$ cat config.mk
export PLATFORM = sky130hd
export DESIGN_NAME = find_my_best_flat
export DESIGN_NICKNAME = d
export VERILOG_FILES = /design/src/rtl/find_my_best_if.sv /design/src/rtl/find_my_best.sv /design/src/flat_wrapper.sv
export SDC_FILE = /design/constraint.sdc
export NUM_CORES = 1
export LEC_CHECK = 0
export CAP_MARGIN = 20
export CORE_ASPECT_RATIO = 0.8
export CORE_UTILIZATION = 61
export DETAILED_ROUTE_END_ITERATION = 6
export PLACE_DENSITY = 0.95
export SYNTH_ARGS = -nofsm -noshare
export SYNTH_HDL_FRONTEND = slang
export SYNTH_SLANG_ARGS = --single-unit
$ cat constraint.sdc
create_clock -name clock -period 5.35 [get_ports clock]
set_input_delay 0.535 -clock clock [delete_from_list [all_inputs] [get_ports clock]]
set_output_delay 0.535 -clock clock [all_outputs]
set_load 0.01 [all_outputs]
$ cat src/rtl/find_my_best_if.sv
// find_my_best_if: memory-port and control bundle for find_my_best.
// The master modport is the scanner (drives address/write side), the slave
// modport is the memory/controller side (drives read data and control).
interface find_my_best_if;
  logic        en;
  logic        start;
  logic [15:0] data_in;
  logic [10:0] address;
  logic        wr_en;
  logic [15:0] data_out;
  logic        done;

  modport master (
    input  en, start, data_in,
    output address, wr_en, data_out, done
  );

  modport slave (
    output en, start, data_in,
    input  address, wr_en, data_out, done
  );
endinterface

$ cat src/rtl/find_my_best.sv
// find_my_best: scans the neighbour table and writes the ID and Q-value of
// the neighbour with the highest Q to two fixed result words.
// Optional feature macro: FMB_HOPS_TIEBREAK_EN -- adds a hop-count read per
// entry; equal Q-values are then resolved in favour of the smaller hop count.
// Without it, equal Q-values keep the earliest (lowest index) entry.
module find_my_best #(
  parameter int unsigned MAX_NEIGHBORS = 16,
  parameter logic [10:0] NCOUNT_ADDR   = 11'h274,
  parameter logic [10:0] ID_BASE       = 11'h300,
  parameter logic [10:0] Q_BASE        = 11'h340,
  parameter logic [10:0] HOP_BASE      = 11'h360,
  parameter logic [10:0] RES_ID_ADDR   = 11'h380,
  parameter logic [10:0] RES_Q_ADDR    = 11'h382
) (
  input  logic           clock,
  input  logic           nrst,
  find_my_best_if.master bus
);

  localparam logic [4:0]  MAX_N5  = 5'(MAX_NEIGHBORS);
  localparam logic [15:0] MAX_N16 = 16'(MAX_NEIGHBORS);

  typedef enum logic [2:0] {
    S_IDLE,
    S_RD_NCOUNT,
    S_RD_ID,
    S_RD_Q,
`ifdef FMB_HOPS_TIEBREAK_EN
    S_RD_HOP,
`endif
    S_WR_ID,
    S_WR_Q,
    S_DONE
  } state_t;

  state_t      state_q;
  logic [10:0] addr_q;
  logic        wr_en_q;
  logic [15:0] data_out_q;
  logic        done_q;
  logic [15:0] best_id_q;
  logic [15:0] best_q_q;
  logic [4:0]  index_q;
  logic [4:0]  count_q;
  logic [15:0] cur_id_q;
`ifdef FMB_HOPS_TIEBREAK_EN
  logic [15:0] cur_q_q;
  logic [15:0] best_hops_q;
`endif

  logic [4:0]  count_d;
  logic [10:0] idx_off_d;
  logic [10:0] nxt_off_d;
  logic        last_d;
  logic        take_d;
  logic [15:0] cand_q_d;

  // Clamped count, table offsets and the replace-the-best decision.
  always_comb begin
    count_d   = (bus.data_in > MAX_N16) ? MAX_N5 : bus.data_in[4:0];
    idx_off_d = {5'd0, index_q, 1'b0};
    nxt_off_d = {5'd0, index_q + 5'd1, 1'b0};
    last_d    = ((index_q + 5'd1) == count_q);
`ifdef FMB_HOPS_TIEBREAK_EN
    // Q was latched in S_RD_Q; data_in now carries the hop count.
    cand_q_d  = cur_q_q;
    take_d    = (index_q == 5'd0) || (cur_q_q > best_q_q) ||
                ((cur_q_q == best_q_q) && (bus.data_in < best_hops_q));
`else
    // Strict greater-than keeps the incumbent on a tie.
    cand_q_d  = bus.data_in;
    take_d    = (index_q == 5'd0) || (bus.data_in > best_q_q);
`endif
  end

  // Scan FSM with registered memory-port outputs.
  always_ff @(posedge clock) begin
    if (!nrst) begin
      state_q     <= S_IDLE;
      addr_q      <= 11'd0;
      wr_en_q     <= 1'b0;
      data_out_q  <= 16'd0;
      done_q      <= 1'b0;
      best_id_q   <= 16'hFFFF;
      best_q_q    <= 16'd0;
      index_q     <= 5'd0;
      count_q     <= 5'd0;
      cur_id_q    <= 16'd0;
`ifdef FMB_HOPS_TIEBREAK_EN
      cur_q_q     <= 16'd0;
      best_hops_q <= 16'hFFFF;
`endif
    end else if (!bus.en && (state_q != S_IDLE)) begin
      // Abort: a write already on the port stays done, nothing more follows.
      state_q <= S_IDLE;
      wr_en_q <= 1'b0;
      done_q  <= 1'b0;
    end else begin
      case (state_q)
        S_IDLE: begin
          wr_en_q <= 1'b0;
          done_q  <= 1'b0;
          if (bus.en && bus.start) begin
            best_id_q   <= 16'hFFFF;
            best_q_q    <= 16'd0;
`ifdef FMB_HOPS_TIEBREAK_EN
            best_hops_q <= 16'hFFFF;
`endif
            index_q     <= 5'd0;
            addr_q      <= NCOUNT_ADDR;
            state_q     <= S_RD_NCOUNT;
          end
        end
        S_RD_NCOUNT: begin
          count_q <= count_d;
          if (count_d == 5'd0) begin
            state_q <= S_WR_ID;
          end else begin
            addr_q  <= ID_BASE;
            state_q <= S_RD_ID;
          end
        end
        S_RD_ID: begin
          cur_id_q <= bus.data_in;
          addr_q   <= Q_BASE + idx_off_d;
          state_q  <= S_RD_Q;
        end
`ifdef FMB_HOPS_TIEBREAK_EN
        S_RD_Q: begin
          cur_q_q <= bus.data_in;
          addr_q  <= HOP_BASE + idx_off_d;
          state_q <= S_RD_HOP;
        end
        S_RD_HOP: begin
`else
        S_RD_Q: begin
`endif
          // Compare-and-advance step, last read of each entry.
          if (take_d) begin
            best_id_q   <= cur_id_q;
            best_q_q    <= cand_q_d;
`ifdef FMB_HOPS_TIEBREAK_EN
            best_hops_q <= bus.data_in;
`endif
          end
          if (last_d) begin
            state_q <= S_WR_ID;
          end else begin
            index_q <= index_q + 5'd1;
            addr_q  <= ID_BASE + nxt_off_d;
            state_q <= S_RD_ID;
          end
        end
        S_WR_ID: begin
          addr_q     <= RES_ID_ADDR;
          data_out_q <= best_id_q;
          wr_en_q    <= 1'b1;
          state_q    <= S_WR_Q;
        end
        S_WR_Q: begin
          addr_q     <= RES_Q_ADDR;
          data_out_q <= best_q_q;
          wr_en_q    <= 1'b1;
          state_q    <= S_DONE;
        end
        S_DONE: begin
          wr_en_q <= 1'b0;
          done_q  <= 1'b1;
          state_q <= S_IDLE;
        end
        default: begin
          wr_en_q <= 1'b0;
          done_q  <= 1'b0;
          state_q <= S_IDLE;
        end
      endcase
    end
  end

  assign bus.address  = addr_q;
  assign bus.wr_en    = wr_en_q;
  assign bus.data_out = data_out_q;
  assign bus.done     = done_q;

endmodule

$ cat src/flat_wrapper.sv
// flat-port wrapper written by rule: the top's interface ports become plain ports
module find_my_best_flat 
#(
  parameter int unsigned MAX_NEIGHBORS = 16,
  parameter logic [10:0] NCOUNT_ADDR   = 11'h274,
  parameter logic [10:0] ID_BASE       = 11'h300,
  parameter logic [10:0] Q_BASE        = 11'h340,
  parameter logic [10:0] HOP_BASE      = 11'h360,
  parameter logic [10:0] RES_ID_ADDR   = 11'h380,
  parameter logic [10:0] RES_Q_ADDR    = 11'h382
)
  (clock, nrst, bus_en, bus_start, bus_data_in, bus_address, bus_wr_en, bus_data_out, bus_done);
  find_my_best_if bus_i ();
  input  logic clock;
  input  logic nrst;
  input wire logic [$bits(bus_i.en)-1:0] bus_en;
  input wire logic [$bits(bus_i.start)-1:0] bus_start;
  input wire logic [$bits(bus_i.data_in)-1:0] bus_data_in;
  output wire logic [$bits(bus_i.address)-1:0] bus_address;
  output wire logic [$bits(bus_i.wr_en)-1:0] bus_wr_en;
  output wire logic [$bits(bus_i.data_out)-1:0] bus_data_out;
  output wire logic [$bits(bus_i.done)-1:0] bus_done;
  assign bus_i.en = bus_en;
  assign bus_i.start = bus_start;
  assign bus_i.data_in = bus_data_in;
  assign bus_address = bus_i.address;
  assign bus_wr_en = bus_i.wr_en;
  assign bus_data_out = bus_i.data_out;
  assign bus_done = bus_i.done;
  find_my_best #(.MAX_NEIGHBORS(MAX_NEIGHBORS), .NCOUNT_ADDR(NCOUNT_ADDR), .ID_BASE(ID_BASE), .Q_BASE(Q_BASE), .HOP_BASE(HOP_BASE), .RES_ID_ADDR(RES_ID_ADDR), .RES_Q_ADDR(RES_Q_ADDR)) u_core (.clock(clock), .nrst(nrst), .bus(bus_i));
endmodule
==> flow_summary.yaml, run 1 <==
global_route:
  grt_max_degree: 76
  track_usage: 0.305
  grt_pass1_vias: 3801
  antenna_found_initial: 0
  grt_overflow_total: 0
  grt_pass1_wl_mm: 18.3
worst_hold_path:
  min_path_type: "flop to flop"
yosys:
  synthFlopType: "dfxtp_1"
  syn_inst: 536
  ys_seq_elements: 88
  synth.distinct_cells: 55
  syn_area_per_cell_um2: 8.18
  ys_async_sr_fraction: 0
  yosys_warnings: 0
  synth_edf_count: 0
  yosysSeqAreaShare: 0.402
  syn_area_um2: 4390
sta:
  worst_slew_pin_slew_ns: 1.03
  report.final.slew_viol_count: 0
  setup_violations: 0
  relSlewSlack: 0.313
  period_minus_slack_ns: 2.73
  whs_ns: 0.452
  min_period_over_period: 0.510
  fmax_ghz: 0.367
  finalHoldViolCount: 0
  finClkSkew_ns: 0.00781
  tns_ns: 0
  grt_setup_unrepaired: "false"
cts:
  cts_resized: 0
  cts_setup_buffers: 0
  cts_made_buffers: 9
  clk_latency_ns: 0.38
  htree_levels: 3
  postCtsHoldBufs: 0
  cts.clk_slew.worst_paths_ns: 0.09
  clock_sinks: 88
  cts_root_buffer: "clkbuf_8"
  clock_path_buffers: 2
  cts_tree: "yes"
detailed_routing:
  drt_wl_total_mm: 11.1
  vias: 4102
  drt-pass1-iter-count: 5
  avgRoutedWirePerCell_um: 17.0
  final_antenna_net_count: 0
  vias_per_cell: 6.29
  drtIter0Drc: 469
  remaining_drc_errors: 0
placed_design:
  dp.cells: 635
  io_buffers: 46
  gp_congestion: 0.876
  dpl.hpwl_mm: 7.53
die:
  io_pins: 49
  dieHeight_um: 77.8
  row_count: 27
  start_util: 0.633
  die-area_um2: 7530
  core_um2: 6930
  die_w_um: 96.8
setup_path:
  end_kind: "flop"
  cp.arrival_ns: 3.05
  path_class: "flop to flop"
  critPathRequiredTime_ns: 5.67
  crit_fanout: 22
  worstSetupStartpointType: "flop"
job:
  maxCapViolCount: 0
layout:
  num_antenna_cells: 0
  final-seq-area_um2: 1760
  multi_input_area_um2: 2350
  fin_nets: 598
  fillers: 490
  layout-drive-gt1-share: 0.0531
  area_delta_synth_final_pct: 15.3
  fin_cells: 652
run_status:
  status: "completed"
power_and_ir_drop:
  powerDensity_nw_per_um2: 255
  peakVddDrop_mv: 0.199
  leakage_nw: 1.72
per-layer routing:
layer  GRT usage  vias up  wire length (um)
li1            -     1916                 -
met1       0.407     1936              4700
met2       0.475      220              5020
met3      0.0748       30              1130
met4       0.124        0               267
met5           0        -                 0
per-stage QoR:
stage | total power [mW] | utilization | setup WS [ns] | area [um^2]
global route | 1.33 | 0.730 | 2.36 | 5060
detailed placement | 0.776 | 0.693 | 2.36 | 4800
finish | 1.29 | 0.730 | 2.62 | 5060
global placement | 0.773 | 0.693 | 2.48 | 4800
floorplan | 0.737 | - | 3.08 | 4390
CTS | 1.29 | 0.726 | 2.69 | 5030
worst max-delay path: stages, from the launching register on:
cell and delay [ns]:
dfxtp_1 0.61, nor2b_1 0.31, nand2_1 0.56, a2111o_1 0.60, a21oi_1 0.39, a22o_1 0.20
worst paths after layout:
kind	slack (ns)	startpoint	cells after the start	to
setup / recovery	2.62	u_core.state_q[1]$_SDFFE_PP0N_	5	u_core.bus.address[1]$_SDFFE_PN0P_
hold / removal	0.45	u_core.bus.address[9]$_SDFFE_PN0P_	2	u_core.bus.address[9]$_SDFFE_PN0P_
setup reg to reg	2.62	u_core.state_q[1]$_SDFFE_PP0N_	5	u_core.bus.address[1]$_SDFFE_PN0P_
hold reg to reg	0.45	u_core.bus.address[9]$_SDFFE_PN0P_	2	u_core.bus.address[9]$_SDFFE_PN0P_
sequential cells by signal, summed over array words and instances, names as in the netlist:
| signal | flops |
|---|---|
| u_core.cur_id_q | 16 |
| u_core.bus.data_out | 16 |
| u_core.state_q | 3 |
| u_core.bus.done | 1 |
| u_core.count_q | 5 |
| u_core.index_q | 5 |
| u_core.bus.address | 9 |
| u_core.best_q_q | 16 |
| u_core.best_id_q | 16 |
| u_core.bus.wr_en | 1 |
kinds of logic after synthesis:
| logic type | synth area share |
|---|---|
| AOI/OAI and AO/OA | 0.170 |
| muxes | 0.0730 |
| buffers and inverters | 0.0628 |
| other | 0.000855 |
| adders and majority gates | 0.0514 |
| and+or+nand+nor | 0.226 |
| DFF | 0.402 |
| xor gates and xnor gates | 0.0140 |
synthesized netlist by cell type (all sizes together) (5+ instances only):
cell / n / area [um^2]
dfxtp: 88 / 1760
nand2: 73 / 274
nor2: 62 / 233
a21oi: 45 / 229
mux2i: 32 / 320
clkbuf: 30 / 113
inv: 23 / 86.3
nor3: 23 / 115
nand3: 22 / 110
ha: 18 / 225
a211oi: 17 / 133
o21ai: 11 / 55.1
buf: 9 / 76.3
o211ai: 7 / 52.6
a22oi: 6 / 45.0
nand2b: 6 / 37.5
nor2b: 6 / 37.5
nor4: 6 / 37.5
a31oi: 5 / 31.3
layout by cell type (no fill, tap or decap), types with 16 or more instances in the layout:
master / count
a211oi_1: 16
a21oi_1: 44
clkdlybuf4s50_1: 46
dfxtp_1: 88
ha_1: 18
inv_1: 20
mux2i_1: 32
nand2_1: 73
nand3_1: 22
nor2_1: 62
nor3_1: 23
area by class of cell:
class                      instances  share of cell area
tap                               87              0.0215
clock buffer                      10              0.0272
clock inverter                     6              0.0181
timing repair buffer              51               0.102
multi-input combinational        387               0.465
sequential                        88               0.348
inverter                          23              0.0171
power breakdown:
part           total, mW  internal, mW  switching [mW]
sequential         0.664         0.660         0.00447
clock              0.527         0.278           0.249
combinational      0.100        0.0412          0.0589
total               1.29         0.979           0.312
(Power assumes the default switching activity.)
==> run 2, diff against run 1 <==
--- a/config.mk
+++ b/config.mk
@@ -7,9 +7,9 @@
 export LEC_CHECK = 0
 export CAP_MARGIN = 20
 export CORE_ASPECT_RATIO = 0.8
-export CORE_UTILIZATION = 61
+export CORE_UTILIZATION = 51
 export DETAILED_ROUTE_END_ITERATION = 6
-export PLACE_DENSITY = 0.95
+export PLACE_DENSITY = 0.87
 export SYNTH_ARGS = -nofsm -noshare
 export SYNTH_HDL_FRONTEND = slang
 export SYNTH_SLANG_ARGS = --single-unit
==> constraint.sdc (replaced) <==
create_clock -name clock -period 2.46 [get_ports clock]
set_input_delay 0.246 -clock clock [delete_from_list [all_inputs] [get_ports clock]]
set_output_delay 0.246 -clock clock [all_outputs]
set_load 0.01 [all_outputs]
==> run 2 against run 1 <==
Effect of this change:
- setup slack worse by 2.5 ns
- sequential power rose by 120%
- maximum frequency is 17% higher
- core utilization decreased by 7.8 points
- largest cell class unchanged
- critical path type unchanged
- routed wire length up 1.8%
- critical path depth up 1
- clock power is 80% higher
- register-to-register slack lost 2.5 ns
- hold slack better by 0.0080 ns
==> flow_summary.yaml, run 2 (synthesis gave the netlist of run 1 again) <==
run_status:
  status: "completed"
setup_path:
  cp_num_buf_inv: 0
  crit_slowest_cell: "a2111oi_4"
  end_kind: "flop"
  worstSetupStartpointType: "flop"
  critPathRequiredTime_ns: 2.72
  cp.arrival_ns: 2.59
  path_class: "flop to flop"
  max_stage_delay_ns: 0.44
  crit_fanout: 7
  path_cells: "ha_1 > nor2b_1 > o31a_1 > a2111oi_4 > o211ai_1 > a32o_1"
  crit_family: "compound AO/OA/AOI/OAI gates"
die:
  dieHeight_um: 84.9
  die-area_um2: 8980
  die_w_um: 106
  core_um2: 8130
  row_count: 29
  io_pins: 49
  start_util: 0.540
cts:
  postCtsHoldBufs: 0
  htree_levels: 3
  cts.clk_slew.worst_paths_ns: 0.08
  clk_latency_ns: 0.36
  cts_setup_buffers: 0
  cts_made_buffers: 9
  clock_sinks: 88
  clock_path_buffers: 2
  cts_tree: "yes"
  cts_root_buffer: "clkbuf_8"
placed_design:
  pre_cts_ws_ns: -0.128
  dp.cells: 691
  gp_congestion: 0.904
  dpl.hpwl_mm: 7.99
  placedInstanceArea_um2: 5090
  io_buffers: 46
detailed_routing:
  remaining_drc_errors: 0
  vias: 4184
  dr_wl_met2_mm: 5.24
  drtIter0Drc: 312
  final_antenna_net_count: 0
  top_layer_used: "met4"
  route.layer.met1.wl_mm: 5.04
  wl_met3_um: 818
  drt-pass1-iter-count: 5
  drt_wl_total_mm: 11.3
  avgRoutedWirePerCell_um: 16.0
  vias_per_cell: 5.93
power_and_ir_drop:
  totalPowerFinal_mw: 2.65
  powerDensity_nw_per_um2: 500
  leakage_nw: 1.86
  peakVddDrop_mv: 0.359
layout:
  layout-drive-gt1-share: 0.107
  num_antenna_cells: 0
  area_delta_synth_final_pct: 20.8
  fin_cells: 705
  stdcell_area_um2: 5300
  final_cell_mix: "dfxtp_1, nand2_1, nor2_1, clkdlybuf4s50_1, a21oi_1"
  fin_nets: 632
  final_common_cell: "dfxtp_1"
sta:
  relSlewSlack: 0.581
  grt_setup_unrepaired: "false"
  fmax_ghz: 0.428
  finalHoldViolCount: 0
  min_period_over_period: 0.949
  setup_violations: 0
  fin_ws_ns: 0.126
  report.final.slew_viol_count: 0
  finClkSkew_ns: 0.00807
  worst_slew_pin_slew_ns: 0.629
  period_minus_slack_ns: 2.33
  tns_ns: 0
global_route:
  grt_max_degree: 65
  grt_overflow_total: 0
  antenna_found_initial: 0
  grt_pass1_vias: 3962
  track_usage: 0.261
  grt_pass1_wl_mm: 18.5
job:
  maxCapViolCount: 0
worst_hold_path:
  min_path_type: "flop to flop"
## run 2: what timing repair did
item / 4_1_cts / 5_1_grt
hold endpoints to repair: 0 / 0
endpoints found under the setup margin: 0 / 9
resized for setup: 0 / 6
## run 2: report_power, final
| part | switching, mW | internal, mW |
|---|---|---|
| sequential | 0.0103 | 1.43 |
| combinational | 0.137 | 0.115 |
| clock | 0.496 | 0.455 |
## run 2: area by class of cell
cell class	instances	area, um^2
Sequential cell	88	1760
Multi-Input combinational cell	387	2380
Fill cell	670	2830
Clock inverter	4	47.5
Clock buffer	10	128
Timing Repair Buffer	85	757
Tap cell	108	135
Inverter	23	86.3
## run 2: stage by stage
step | hold WS (ns) | utilization
after CTS | 0.456 | 0.648
after global placement | 0.439 | 0.626
after floorplan | 0.382 | -
after global routing | 0.486 | 0.652
final | 0.460 | 0.652
after detailed placement | 0.445 | 0.626
## run 2: per-layer routing
layer  track usage  up-vias
met1         0.341     2015
met5             0        -
met4        0.0985        0
met2         0.422      168
met3        0.0568       19
li1              -     1982
## run 2: worst register-to-register path, cell delays in order, from the launching register on
cell,delay [ns]
dfxtp_1,0.36
ha_1,0.31
nor2b_1,0.12
o31a_1,0.39
a2111oi_4,0.44
o211ai_1,0.29
a32o_1,0.33
## run 2: path summary, 6_finish.rpt
kind / from / endpoint / slack [ns] / cells after the start
max: u_core.index_q[1]$_SDFFE_PN0P_ / u_core.bus.address[8]$_SDFFE_PN0P_ / 0.13 / 6
min: u_core.cur_id_q[5]$_SDFFE_PN0P_ / u_core.cur_id_q[5]$_SDFFE_PN0P_ / 0.46 / 2
max reg2reg: u_core.index_q[1]$_SDFFE_PN0P_ / u_core.bus.address[8]$_SDFFE_PN0P_ / 0.13 / 6
min reg2reg: u_core.cur_id_q[5]$_SDFFE_PN0P_ / u_core.cur_id_q[5]$_SDFFE_PN0P_ / 0.46 / 2
==> run 3, diff against run 2 <==
--- a/config.mk
+++ b/config.mk
@@ -7,6 +7,7 @@
 export LEC_CHECK = 0
 export CAP_MARGIN = 20
 export CORE_ASPECT_RATIO = 0.8
+export CORE_MARGIN = 4
 export CORE_UTILIZATION = 51
 export DETAILED_ROUTE_END_ITERATION = 6
 export PLACE_DENSITY = 0.87
==> run 3 against run 2 <==
Effect of this change:
- hold slack got worse by 0.0090 ns
- clock skew fell by 0.0025 ns
- critical path depth is 1 higher
- power up 5.8%
- combinational power is 3% higher
- largest cell class unchanged
- highest routed layer unchanged
==> flow_summary.yaml, run 3 (synthesis gave the netlist of run 1 again) <==
worst_hold_path:
  min_to: "u_core.bus.address[2]$_SDFFE_PN0P_"
  holdCritStartpoint: "u_core.bus.address[2]$_SDFFE_PN0P_"
  min_path_cells: 2
  min_path_type: "flop to flop"
sta:
  min_period_over_period: 0.969
  period_minus_slack_ns: 2.38
  whs_ns: 0.451
  fmax_ghz: 0.420
  worst_slew_pin_slew_ns: 0.633
  finClkSkew_ns: 0.00552
  finalHoldViolCount: 0
  relSlewSlack: 0.575
  report.final.slew_viol_count: 0
  setup_violations: 0
global_route:
  grt_pass1_wl_mm: 19.6
  grt_max_degree: 76
  antenna_found_initial: 0
  track_usage: 0.233
  grt_pass1_vias: 4098
  grt_overflow_total: 0
setup_path:
  crit_fanout: 12
  worstSetupStartpointType: "flop"
  ff2ff_setup_slack_ns: 0.08
  end_kind: "flop"
  path_class: "flop to flop"
  cp.arrival_ns: 2.67
  timing.rr.end: "u_core.best_q_q[6]$_SDFFE_PN0P_"
  reg2regPathDepth: 7
  r2r-start: "u_core.best_q_q[10]$_SDFFE_PN0P_"
  critPathRequiredTime_ns: 2.75
power_and_ir_drop:
  pwr-share-clk: 0.392
  p_int_mw: 2.13
  totalPowerFinal_mw: 2.80
  swShare: 0.241
  pwr-share-seq: 0.516
  pwr-share-comb: 0.093
  switchingPower_mw: 0.675
  peakVddDrop_mv: 0.321
  powerDensity_nw_per_um2: 523
  leakage_nw: 1.87
detailed_routing:
  vias: 4133
  drtIter0Drc: 419
  avgRoutedWirePerCell_um: 16.9
  vias_per_cell: 5.87
  remaining_drc_errors: 0
  final_antenna_net_count: 0
  drt_wl_total_mm: 11.9
  drt-pass1-iter-count: 6
cts:
  clock_sinks: 88
  cts_root_buffer: "clkbuf_8"
  cts_made_buffers: 9
  clock_path_buffers: 2
  cts.clk_slew.worst_paths_ns: 0.09
  cts_tree: "yes"
  htree_levels: 3
  clk_latency_ns: 0.36
layout:
  fillers: 645
  layout-drive-gt1-share: 0.104
  num_antenna_cells: 0
  fin_nets: 630
  fin_cells: 704
  final_cell_mix: "dfxtp_1, nand2_1, nor2_1, clkdlybuf4s50_1, a21oi_1"
  area_delta_synth_final_pct: 22.1
  final_common_cell: "dfxtp_1"
die:
  io_pins: 49
  die-area_um2: 10200
  start_util: 0.537
  dieHeight_um: 90.9
  die_w_um: 112
  core_um2: 8160
  row_count: 29
run_status:
  status: "completed"
placed_design:
  gp_congestion: 0.918
  io_buffers: 46
  dpl.hpwl_mm: 8.17
  dp.cells: 688
job:
  maxCapViolCount: 0
==> run 3: cell count changes in the layout (fill, tap and decap cells not counted), sizes merged <==
cell / delta
inv: +2
clkinv: -2
clkinvlp: +1
buf: -3
bufinv: +1
==> run 3: stage by stage <==
stage          utilization  setup slack (ns)  instance area (um^2)  setup TNS, ns
6_report             0.656            0.0765                  5360              0
5_1_grt              0.656          -0.00499                  5360       -0.00499
4_1_cts              0.650             0.149                  5310              0
3_5_place_dp         0.624            -0.147                  5090          -2.68
3_3_place_gp         0.624           -0.0115                  5090         -0.245
2_1_floorplan            -             0.354                  4390              0
==> run 3: how the worst max path moves through the flow <==
stage | start | to | slack, ns | depth (start not counted)
global route | u_core.index_q[0]$_SDFFE_PN0P_ | u_core.bus.address[4]$_SDFFE_PN0P_ | -0.005 | 6
floorplan | u_core.index_q[0]$_SDFFE_PN0P_ | u_core.bus.address[8]$_SDFFE_PN0P_ | 0.35 | 7
finish | u_core.best_q_q[10]$_SDFFE_PN0P_ | u_core.best_q_q[6]$_SDFFE_PN0P_ | 0.08 | 7
detailed placement | bus_data_in[10] | u_core.best_id_q[13]$_SDFFE_PN1P_ | -0.15 | 7
CTS | u_core.index_q[0]$_SDFFE_PN0P_ | u_core.bus.address[8]$_SDFFE_PN0P_ | 0.15 | 7
global placement | bus_data_in[1] | u_core.best_q_q[10]$_SDFFE_PN0P_ | -0.01 | 8
==> run 3: power groups by stage <==
stage | combinational (mW) | sequential [mW] | clock, mW
final | 0.260 | 1.45 | 1.10
after CTS | 0.248 | 1.45 | 1.11
after global routing | 0.279 | 1.45 | 1.17
after floorplan | 0.125 | 1.48 | 0
after detailed placement | 0.245 | 1.48 | 0
after global placement | 0.239 | 1.48 | 0
==> run 3: timing repair <==
item / CTS / global route
setup endpoints to repair: 0 / 9
setup buffers: 0 / 0
resized for setup: 0 / 4
hold buffers: 0 / 0
==> run 3: final cells by class <==
| type | instances | area [um^2] | area share |
|---|---|---|---|
| multi-input combinational | 387 | 2380 | 0.444 |
| inverter | 23 | 86.3 | 0.0161 |
| sequential | 88 | 1760 | 0.329 |
| tap | 108 | 135 | 0.0252 |
| clock inverter | 6 | 92.6 | 0.0173 |
| clock buffer | 9 | 124 | 0.0231 |
| timing repair buffer | 83 | 781 | 0.146 |
==> run 3: worst max-delay path, cell delays in order (launching register included) <==
cell	delay, ns
dfxtp_1	0.35
inv_1	0.07
ha_1	0.30
nand4_1	0.25
a2111o_1	0.47
a311oi_4	0.39
clkbuf_16	0.28
mux2i_1	0.20
==> run 3: routing by layer <==
metal / track usage / part of all wire
met2: 0.397 / 0.48
met5: 0 / 0
met4: 0.0729 / 0.015
met3: 0.0591 / 0.087
met1: 0.292 / 0.42
